<file path="src/rtl/axis_pkg.sv">
// Shared widths and the stored beat layout for the AXI-Stream FIFO.
package axis_pkg;
  localparam int WORD_W         = 8;
  localparam int BUS_W          = 32;
  localparam int WORDS_PER_BEAT = BUS_W / WORD_W;

  typedef struct packed {
    logic [BUS_W-1:0]          data;
    logic [WORDS_PER_BEAT-1:0] keep;
    logic                      last;
  } beat_t;
endpackage

</file>
<file path="src/rtl/axis_fifo_if.sv">
// One AXI-Stream valid/ready link; master drives the beat, slave returns ready.
interface axis_fifo_if;
  import axis_pkg::*;

  logic                      valid;
  logic                      ready;
  logic [BUS_W-1:0]          data;
  logic [WORDS_PER_BEAT-1:0] keep;
  logic                      last;

  modport master (output valid, data, keep, last, input ready);
  modport slave  (input valid, data, keep, last, output ready);
endinterface

</file>
<file path="src/rtl/axis_fifo_mem.sv">
// Beat storage: one synchronous write port, one asynchronous read port, no reset.
module axis_fifo_mem
  import axis_pkg::*;
#(
  parameter int DEPTH  = 16,
  parameter int ADDR_W = 4
) (
  input  logic              clk,
  input  logic              we,
  input  logic [ADDR_W-1:0] waddr,
  input  beat_t             wdata,
  input  logic [ADDR_W-1:0] raddr,
  output beat_t             rdata
);
  beat_t mem [DEPTH];

  always_ff @(posedge clk) begin
    if (we) mem[waddr] <= wdata;
  end

  assign rdata = mem[raddr];
endmodule

</file>
<file path="src/rtl/axis_fifo.sv">
// First-word-fall-through AXI-Stream FIFO: beat visible the cycle after its push; s_ready = !full from registered state only.
// Define AXIS_FIFO_PACKET_MODE_EN for store-and-forward output with cut-through once the FIFO is full.
module axis_fifo
  import axis_pkg::*;
#(
  parameter int DEPTH = 16
) (
  input  logic                   clk,
  input  logic                   rst,
  axis_fifo_if.slave             s,
  axis_fifo_if.master            m,
  output logic [$clog2(DEPTH):0] count
);
  localparam int AW    = $clog2(DEPTH);
  localparam int PTR_W = AW + 1;

  logic [PTR_W-1:0] wr_ptr, rd_ptr;
  logic             rdy_en;
  logic             empty, full, push, pop;
  beat_t            wr_beat, rd_beat;

  assign empty   = (wr_ptr == rd_ptr);
  assign full    = (wr_ptr[AW] != rd_ptr[AW]) && (wr_ptr[AW-1:0] == rd_ptr[AW-1:0]);
  assign s.ready = rdy_en & ~full;
  assign push    = s.valid & s.ready;
  assign pop     = m.valid & m.ready;
  assign count   = wr_ptr - rd_ptr;

  // rdy_en keeps s_ready low until the first edge after reset releases
  always_ff @(posedge clk or posedge rst) begin
    if (rst) begin
      wr_ptr <= '0;
      rd_ptr <= '0;
      rdy_en <= 1'b0;
    end else begin
      rdy_en <= 1'b1;
      if (push) wr_ptr <= wr_ptr + PTR_W'(1);
      if (pop)  rd_ptr <= rd_ptr + PTR_W'(1);
    end
  end

  assign wr_beat = '{data: s.data, keep: s.keep, last: s.last};

  axis_fifo_mem #(
    .DEPTH (DEPTH),
    .ADDR_W(AW)
  ) u_mem (
    .clk  (clk),
    .we   (push),
    .waddr(wr_ptr[AW-1:0]),
    .wdata(wr_beat),
    .raddr(rd_ptr[AW-1:0]),
    .rdata(rd_beat)
  );

  assign m.data = rd_beat.data;
  assign m.keep = rd_beat.keep;
  assign m.last = rd_beat.last;

`ifdef AXIS_FIFO_PACKET_MODE_EN
  logic [PTR_W-1:0] pkt_cnt;
  logic             in_pkt;

  // in_pkt holds the output open once a packet has started leaving, so a
  // cut-through packet keeps draining after the FIFO drops below full
  always_ff @(posedge clk or posedge rst) begin
    if (rst) begin
      pkt_cnt <= '0;
      in_pkt  <= 1'b0;
    end else begin
      case ({push & s.last, pop & m.last})
        2'b10:   pkt_cnt <= pkt_cnt + PTR_W'(1);
        2'b01:   pkt_cnt <= pkt_cnt - PTR_W'(1);
        default: pkt_cnt <= pkt_cnt;
      endcase
      if (pop) in_pkt <= ~m.last;
    end
  end

  assign m.valid = ~empty & ((pkt_cnt != '0) | full | in_pkt);
`else
  assign m.valid = ~empty;
`endif
endmodule

</file>
<file path="src/flat_wrapper.sv">
// flat-port wrapper written by rule: the top's interface ports become plain ports
module axis_fifo_flat import axis_pkg::*;
#(
  parameter int DEPTH = 16
)
  (clk, rst, count, s_valid, s_data, s_keep, s_last, s_ready, m_valid, m_data, m_keep, m_last, m_ready);
  axis_fifo_if s_i ();
  axis_fifo_if m_i ();
  input  logic clk;
  input  logic rst;
  output logic [$clog2(DEPTH):0] count;
  input wire logic [$bits(s_i.valid)-1:0] s_valid;
  input wire logic [$bits(s_i.data)-1:0] s_data;
  input wire logic [$bits(s_i.keep)-1:0] s_keep;
  input wire logic [$bits(s_i.last)-1:0] s_last;
  output wire logic [$bits(s_i.ready)-1:0] s_ready;
  output wire logic [$bits(m_i.valid)-1:0] m_valid;
  output wire logic [$bits(m_i.data)-1:0] m_data;
  output wire logic [$bits(m_i.keep)-1:0] m_keep;
  output wire logic [$bits(m_i.last)-1:0] m_last;
  input wire logic [$bits(m_i.ready)-1:0] m_ready;
  assign s_i.valid = s_valid;
  assign s_i.data = s_data;
  assign s_i.keep = s_keep;
  assign s_i.last = s_last;
  assign s_ready = s_i.ready;
  assign m_valid = m_i.valid;
  assign m_data = m_i.data;
  assign m_keep = m_i.keep;
  assign m_last = m_i.last;
  assign m_i.ready = m_ready;
  axis_fifo #(.DEPTH(DEPTH)) u_core (.clk(clk), .rst(rst), .s(s_i), .m(m_i), .count(count));
endmodule
</file>
<file path="config.mk">
export PLATFORM = sky130hd
export DESIGN_NAME = axis_fifo_flat
export DESIGN_NICKNAME = d
export VERILOG_FILES = /design/src/rtl/axis_pkg.sv /design/src/rtl/axis_fifo_if.sv /design/src/rtl/axis_fifo_mem.sv /design/src/rtl/axis_fifo.sv /design/src/flat_wrapper.sv
export SDC_FILE = /design/constraint.sdc
export NUM_CORES = 1
export LEC_CHECK = 0
export CORE_UTILIZATION = 25
export DETAILED_ROUTE_END_ITERATION = 6
export GPL_TIMING_DRIVEN = 0
export PLACE_DENSITY = 0.53
export SLEW_MARGIN = 30
export SYNTH_ARGS = -nofsm -noshare
export SYNTH_HDL_FRONTEND = slang
export SYNTH_SLANG_ARGS = --single-unit
</file>
<file path="constraint.sdc">
create_clock -name clk -period 4.9 [get_ports clk]
set_clock_uncertainty 0.15 [all_clocks]
set_input_delay 1.225 -clock clk [delete_from_list [all_inputs] [get_ports clk]]
set_output_delay 1.225 -clock clk [all_outputs]
set_load 0.01 [all_outputs]
</file>
# [After elaboration in Yosys (flattened, before gate mapping)]
# Memory sizes are Yosys's and may differ from the RTL's.
# Index checks and enable logic that the tools add are counted.
# Widths: inputs -> output; s select.
[totals] ff_bits=11 mem_bits_rw=592 inputBits=41 output_inout_bits=44 elab_cells=18 n_memories=1
[mem_list] name="u_core.u_mem.mem" depth=16 word_bits=37 read_ports=1 rd_clocked_by_memory_dff=0 wr=1 line_no="axis_fifo_mem.sv:15" text="beat_t mem [DEPTH];"
[op_classes] n_addsub=3 n_eq_ne=3 muxes=2 bitwise_logic=5 n_reduce_logical=1
[ops] cell="$add 5x1->5 const B" n=2
[ops] cell="$eq 5x5->1" n=1
[ops] cell="$sub 5x5->5" n=1
[ops] cell="$eq 4x4->1" n=1
[ops] cell="$and 1x1->1" n=3
[ops] cell="$mux 1" n=2
[ops] cell="$not 1->1" n=2
[ops] cell="$logic_and 1x1->1" n=1
[ops] cell="$ne 1x1->1" n=1

# [Logic depth before layout (Yosys ltp)]
[depth] ltp_word=7 ltp_mapped=11 mapped_depth_nobuf=7

# [Hierarchy]
# A second synthesis with hierarchy kept.
[hier_totals] cells_unflattened=985 area_unflattened_um2=22863.2
[by_module_without_submodules] mod="axis_fifo_mem" instances=1 cells_each=926 area_each_um2=22201.3 seq_area_each_um2=17777.0
[by_module_without_submodules] mod="axis_fifo" instances=1 cells_each=59 area_each_um2=661.9 seq_area_each_um2=275.3

# [Worst setup path after synthesis]
# No wires, ideal clock.
[synth_timing] kind="register to register" from="register u_core.rd_ptr[2]" to="memory u_core.u_mem.mem[3][0] in the netlist's numbering (enable)" setup_ps=477 t_arrival_ps=4494 t_required_ps=4273 setup_slack_ps=-221 stages_incl_launch_ff=12 n_path_buf=5 period_less_slack_ps=5121 cell_sequence="dfrtp_1 buf_4 buf_2 buf_2 buf_2 inv_1 ha_1 nand4_1 o211a_1 buf_2 nand2_1 nor3_1"
[synth_between] elab_chain_len=7
[synth_rtl] element="start: declaration" line_no="axis_fifo.sv:17" text="logic [PTR_W-1:0] wr_ptr, rd_ptr;"
[synth_rtl] element="start signal: assignment" line_no="axis_fifo.sv:38" text="if (pop) rd_ptr <= rd_ptr + PTR_W'(1);"
[synth_rtl] element="$eq 4x4->1" line_no="axis_fifo.sv:23" text="assign full = (wr_ptr[AW] != rd_ptr[AW]) && (wr_ptr[AW-1:0] == rd_ptr[AW-1:0]);"
[synth_rtl] element="$logic_and 1x1->1" line_no="axis_fifo.sv:23"
[synth_rtl] element="$not 1->1" line_no="axis_fifo.sv:24" text="assign s.ready = rdy_en & ~full;"
[synth_rtl] element="$and 1x1->1" line_no="axis_fifo.sv:24"
[synth_rtl] element="$and 1x1->1" line_no="axis_fifo.sv:25" text="assign push = s.valid & s.ready;"
[synth_rtl] element="$mux 1" line_no="axis_fifo_mem.sv:18" text="if (we) mem[waddr] <= wdata;"
[synth_rtl] element="$mux 1 (not written as such)" line_no="axis_fifo_mem.sv:18"
[synth_rtl] element="end: declaration" line_no="axis_fifo_mem.sv:15"
# Every way passes these cells.

# [Worst setup path in the final report]
[layout_timing] from="register u_core.rd_ptr[2]" to="output count[4]"
[layout_between] elab_chain_len=1
[layout_rtl] element="$sub 5x5->5" line_no="axis_fifo.sv:27" text="assign count = wr_ptr - rd_ptr;"
[layout_rtl] element="end: declaration" line_no="flat_wrapper.sv:11" text="output logic [$clog2(DEPTH):0] count;"
# Every way passes these cells.

==> metrics.yaml <==
critical_path:
  rr_endpoint: "u_core.u_mem.mem[0][22]"
  cp-start-kind: "flip-flop"
  rr_startpoint: "u_core.rd_ptr[2]"
  cp-end-kind: "output pin"
  r2r_slack_ns: 1.14
  critical_path_class: "flip-flop to output pin"
  crit_fanout: 10
  worstPathRequired_ns: 3.52
  cp.arrival_ns: 3.38
  reg2reg_depth: 13
place:
  dp.cells: 2439
  dp_slack_ns: 0.319
  placed_area_sq_mm: 0.0266
  io_buffers: 84
  place.gp.congestion: 0.718
  dpl.hpwl_mm: 37.2
timing:
  hold_violations: 0
  rsz0062_at_grt: "false"
  tightest_slew_ns: 0.928
  setup-violations-final: 0
  max_freq_mhz: 210
  maxSlewHeadroom_pct: 38.1
  final.min_clock_period_ns: 4.75
  slew_violations: 0
  post-route-period-util_pct: 97.0
  worst_slack_ns: 0.146
pwr:
  p_int_mw: 10.8
  swShare_pct: 31.1
  pwr-share-comb_pct: 34.3
  p_leak_nw: 9.00
  cellPowerDensity_mw_per_mm2: 552
  p_seq_share_pct: 38.5
  power_switching_mw: 4.88
  max-vdd-ir-drop_v: 0.000263
  clock_power_share_pct: 27.2
synth:
  yosys_warnings: 0
  synthTopCellsByArea: "edfxtp_1, mux4_2, mux2i_1"
  seq_area_frac_synth_pct: 77.6
  synthDistinctLibCells: 35
  syn_avg_cell_area_sq_um: 21.7
  syn_inst: 1073
  synth_area_sq_mm: 0.0233
  synth.top_cell.area_share_pct: 76.4
  synth_top_area_cell: "edfxtp_1"
  syn-num-nets: 1124
  synth_seq_cells: 603
die:
  core_sq_mm: 0.0919
  die-width_um: 307
  initial_utilization_pct: 25.3
  die_area_sq_mm: 0.0942
  die_h_um: 307
  pin_count: 85
  placementRows: 111
grt:
  grt_overflow: 0
  grt_start_max_net_pins: 20
  grtUsageTotal_pct: 11.6
  first_global_vias: 11500
  antenna_found_initial: 1
  grt_pass1_wl_mm: 79.4
route:
  dr.pass1.iters: 5
  vias: 11000
  routedWlPerCell_um: 21.3
  antenna_left: 0
  routed_via_density: 4.33
  drt_iter0_markers: 776
  drcViolationCount: 0
  finalWirelength_mm: 54.2
min_path:
  worstHoldPathType: "flip-flop to flip-flop"
  hold_depth: 1
  min_to: "u_core.wr_ptr[4]"
  hold_path.startpoint: "u_core.wr_ptr[4]"
finish:
  final_util_pct: 30.9
  layout_commonest_cell: "edfxtp_1"
  drive_gt1_share_pct: 22.2
  final_cell_mix: "edfxtp_1, mux4_2, mux2i_1"
  area_growth_pct: 22.3
  register_area_sq_mm: 0.0181
  final_cells: 2544
  antennaDiodeCount: 0
  fin_area_sq_mm: 0.0284
  multiInputGateArea_sq_mm: 0.00490
  fillers: 8917
  fin_nets: 1308
outcome:
  outcome: "complete, no violations"
clock_network:
  root_buffer: "clkbuf_16"
  numCtsBuffers: 60
  htree_levels: 2
  clk_path_buf_depth: 3
  cts.clk_slew.worst_paths_ns: 0.06
  clock-sinks: 603
  clk_latency_ns: 0.62
  cts_tree: "built"
flow_run:
  max-cap-violations: 0
==> through the flow <==
step	power (mW)	hold WS (ns)	TNS, ns
final	15.7	0.350	0
after floorplan	9.31	0.316	0
after detailed placement	11.7	0.338	0
after global routing	16.4	0.396	0
after CTS	16.0	0.345	0
after global placement	11.5	0.334	-1072.34
==> cells by family (layout without fill, tap and decap cells) <==
group | Yosys count | count (layout) | share of synthesized area, %
buffers and inverters | 71 | 299 | 1.88
adders and majority gates | 10 | 10 | 0.570
muxes | 222 | 222 | 15.5
xor gates and xnor gates | 12 | 12 | 0.452
and+or+nand+nor | 34 | 34 | 0.683
DFF | 603 | 603 | 77.6
other | 1 | 1 | 0.0161
AOI/OAI and AO/OA | 120 | 120 | 3.24
==> power by group through the flow <==
| stage | registers, mW | logic (mW) | clock network, mW |
|---|---|---|---|
| after floorplan | 6.14 | 3.17 | 0 |
| after global placement | 6.17 | 5.35 | 0 |
| after detailed placement | 6.15 | 5.53 | 0 |
| after CTS | 6.05 | 5.56 | 4.37 |
| after global routing | 6.07 | 5.82 | 4.54 |
| final | 6.05 | 5.39 | 4.26 |
==> how the worst max path moves through the flow <==
stage,endpoint,start,depth (start not counted)
finish,count[4],u_core.rd_ptr[2],10
global placement,u_core.u_mem.mem[11][22],u_core.rd_ptr[3],9
floorplan,u_core.u_mem.mem[7][0],u_core.rd_ptr[2],11
CTS,count[4],u_core.rd_ptr[2],10
global route,m_data[14],u_core.rd_ptr[0],9
detailed placement,count[4],u_core.rd_ptr[2],10
==> layout make-up <==
cell class	instances	area share [%]
tap	1243	5.47
inverter	9	0.128
clock buffer	73	5.45
clock inverter	33	0.849
buffer	61	1.52
sequential	603	63.5
timing repair buffer	123	5.86
multi-input combinational	399	17.2
==> Yosys cell counts (all sizes together) <==
master,instances
mux2i,111
nor2,11
dfrtp,11
a21oi,2
o21ai,76
a21o,2
inv,9
nand3,1
nand2b,2
and2,1
mux4,111
buf,36
a21boi,1
fa,1
edfxtp,592
nand2,9
o21a,1
xnor2,10
nor3,4
a221oi,37
o211a,1
xor2,2
and4,1
clkbuf,26
nand4,4
nor2b,1
conb,1
ha,9
==> flip-flops by register name, summed over array words and instances (netlist names) <==
| name | count |
|---|---|
| u_core.u_mem.mem | 592 |
| u_core.rd_ptr | 5 |
| u_core.wr_ptr | 5 |
| u_core.rdy_en | 1 |
==> critical path, cell delays in order (launching register included) <==
cell and delay (ns):
dfrtp_1 0.32, buf_4 0.17, buf_4 0.28, buf_6 0.22, buf_4 0.26, inv_1 0.06, ha_1 0.35, a21o_1 0.20
a21oi_1 0.18, xnor2_1 0.14, clkdlybuf4s50_1 0.56
==> metal layers <==
layer | GRT usage (%) | wire, um | up-vias
met3 | 2.05 | 2490 | 62
met5 | 0 | 13 | -
met4 | 2.82 | 883 | 2
met1 | 16.0 | 24900 | 5839
li1 | - | - | 4865
met2 | 18.8 | 26000 | 247
==> what timing repair did <==
action,CTS,global route
gates resized for setup,10,6
hold buffers,0,0
pin swaps,0,0
setup buffers,0,0
endpoints found under the setup margin,23,6
Note: power is estimated with default switching activity, not from simulation.
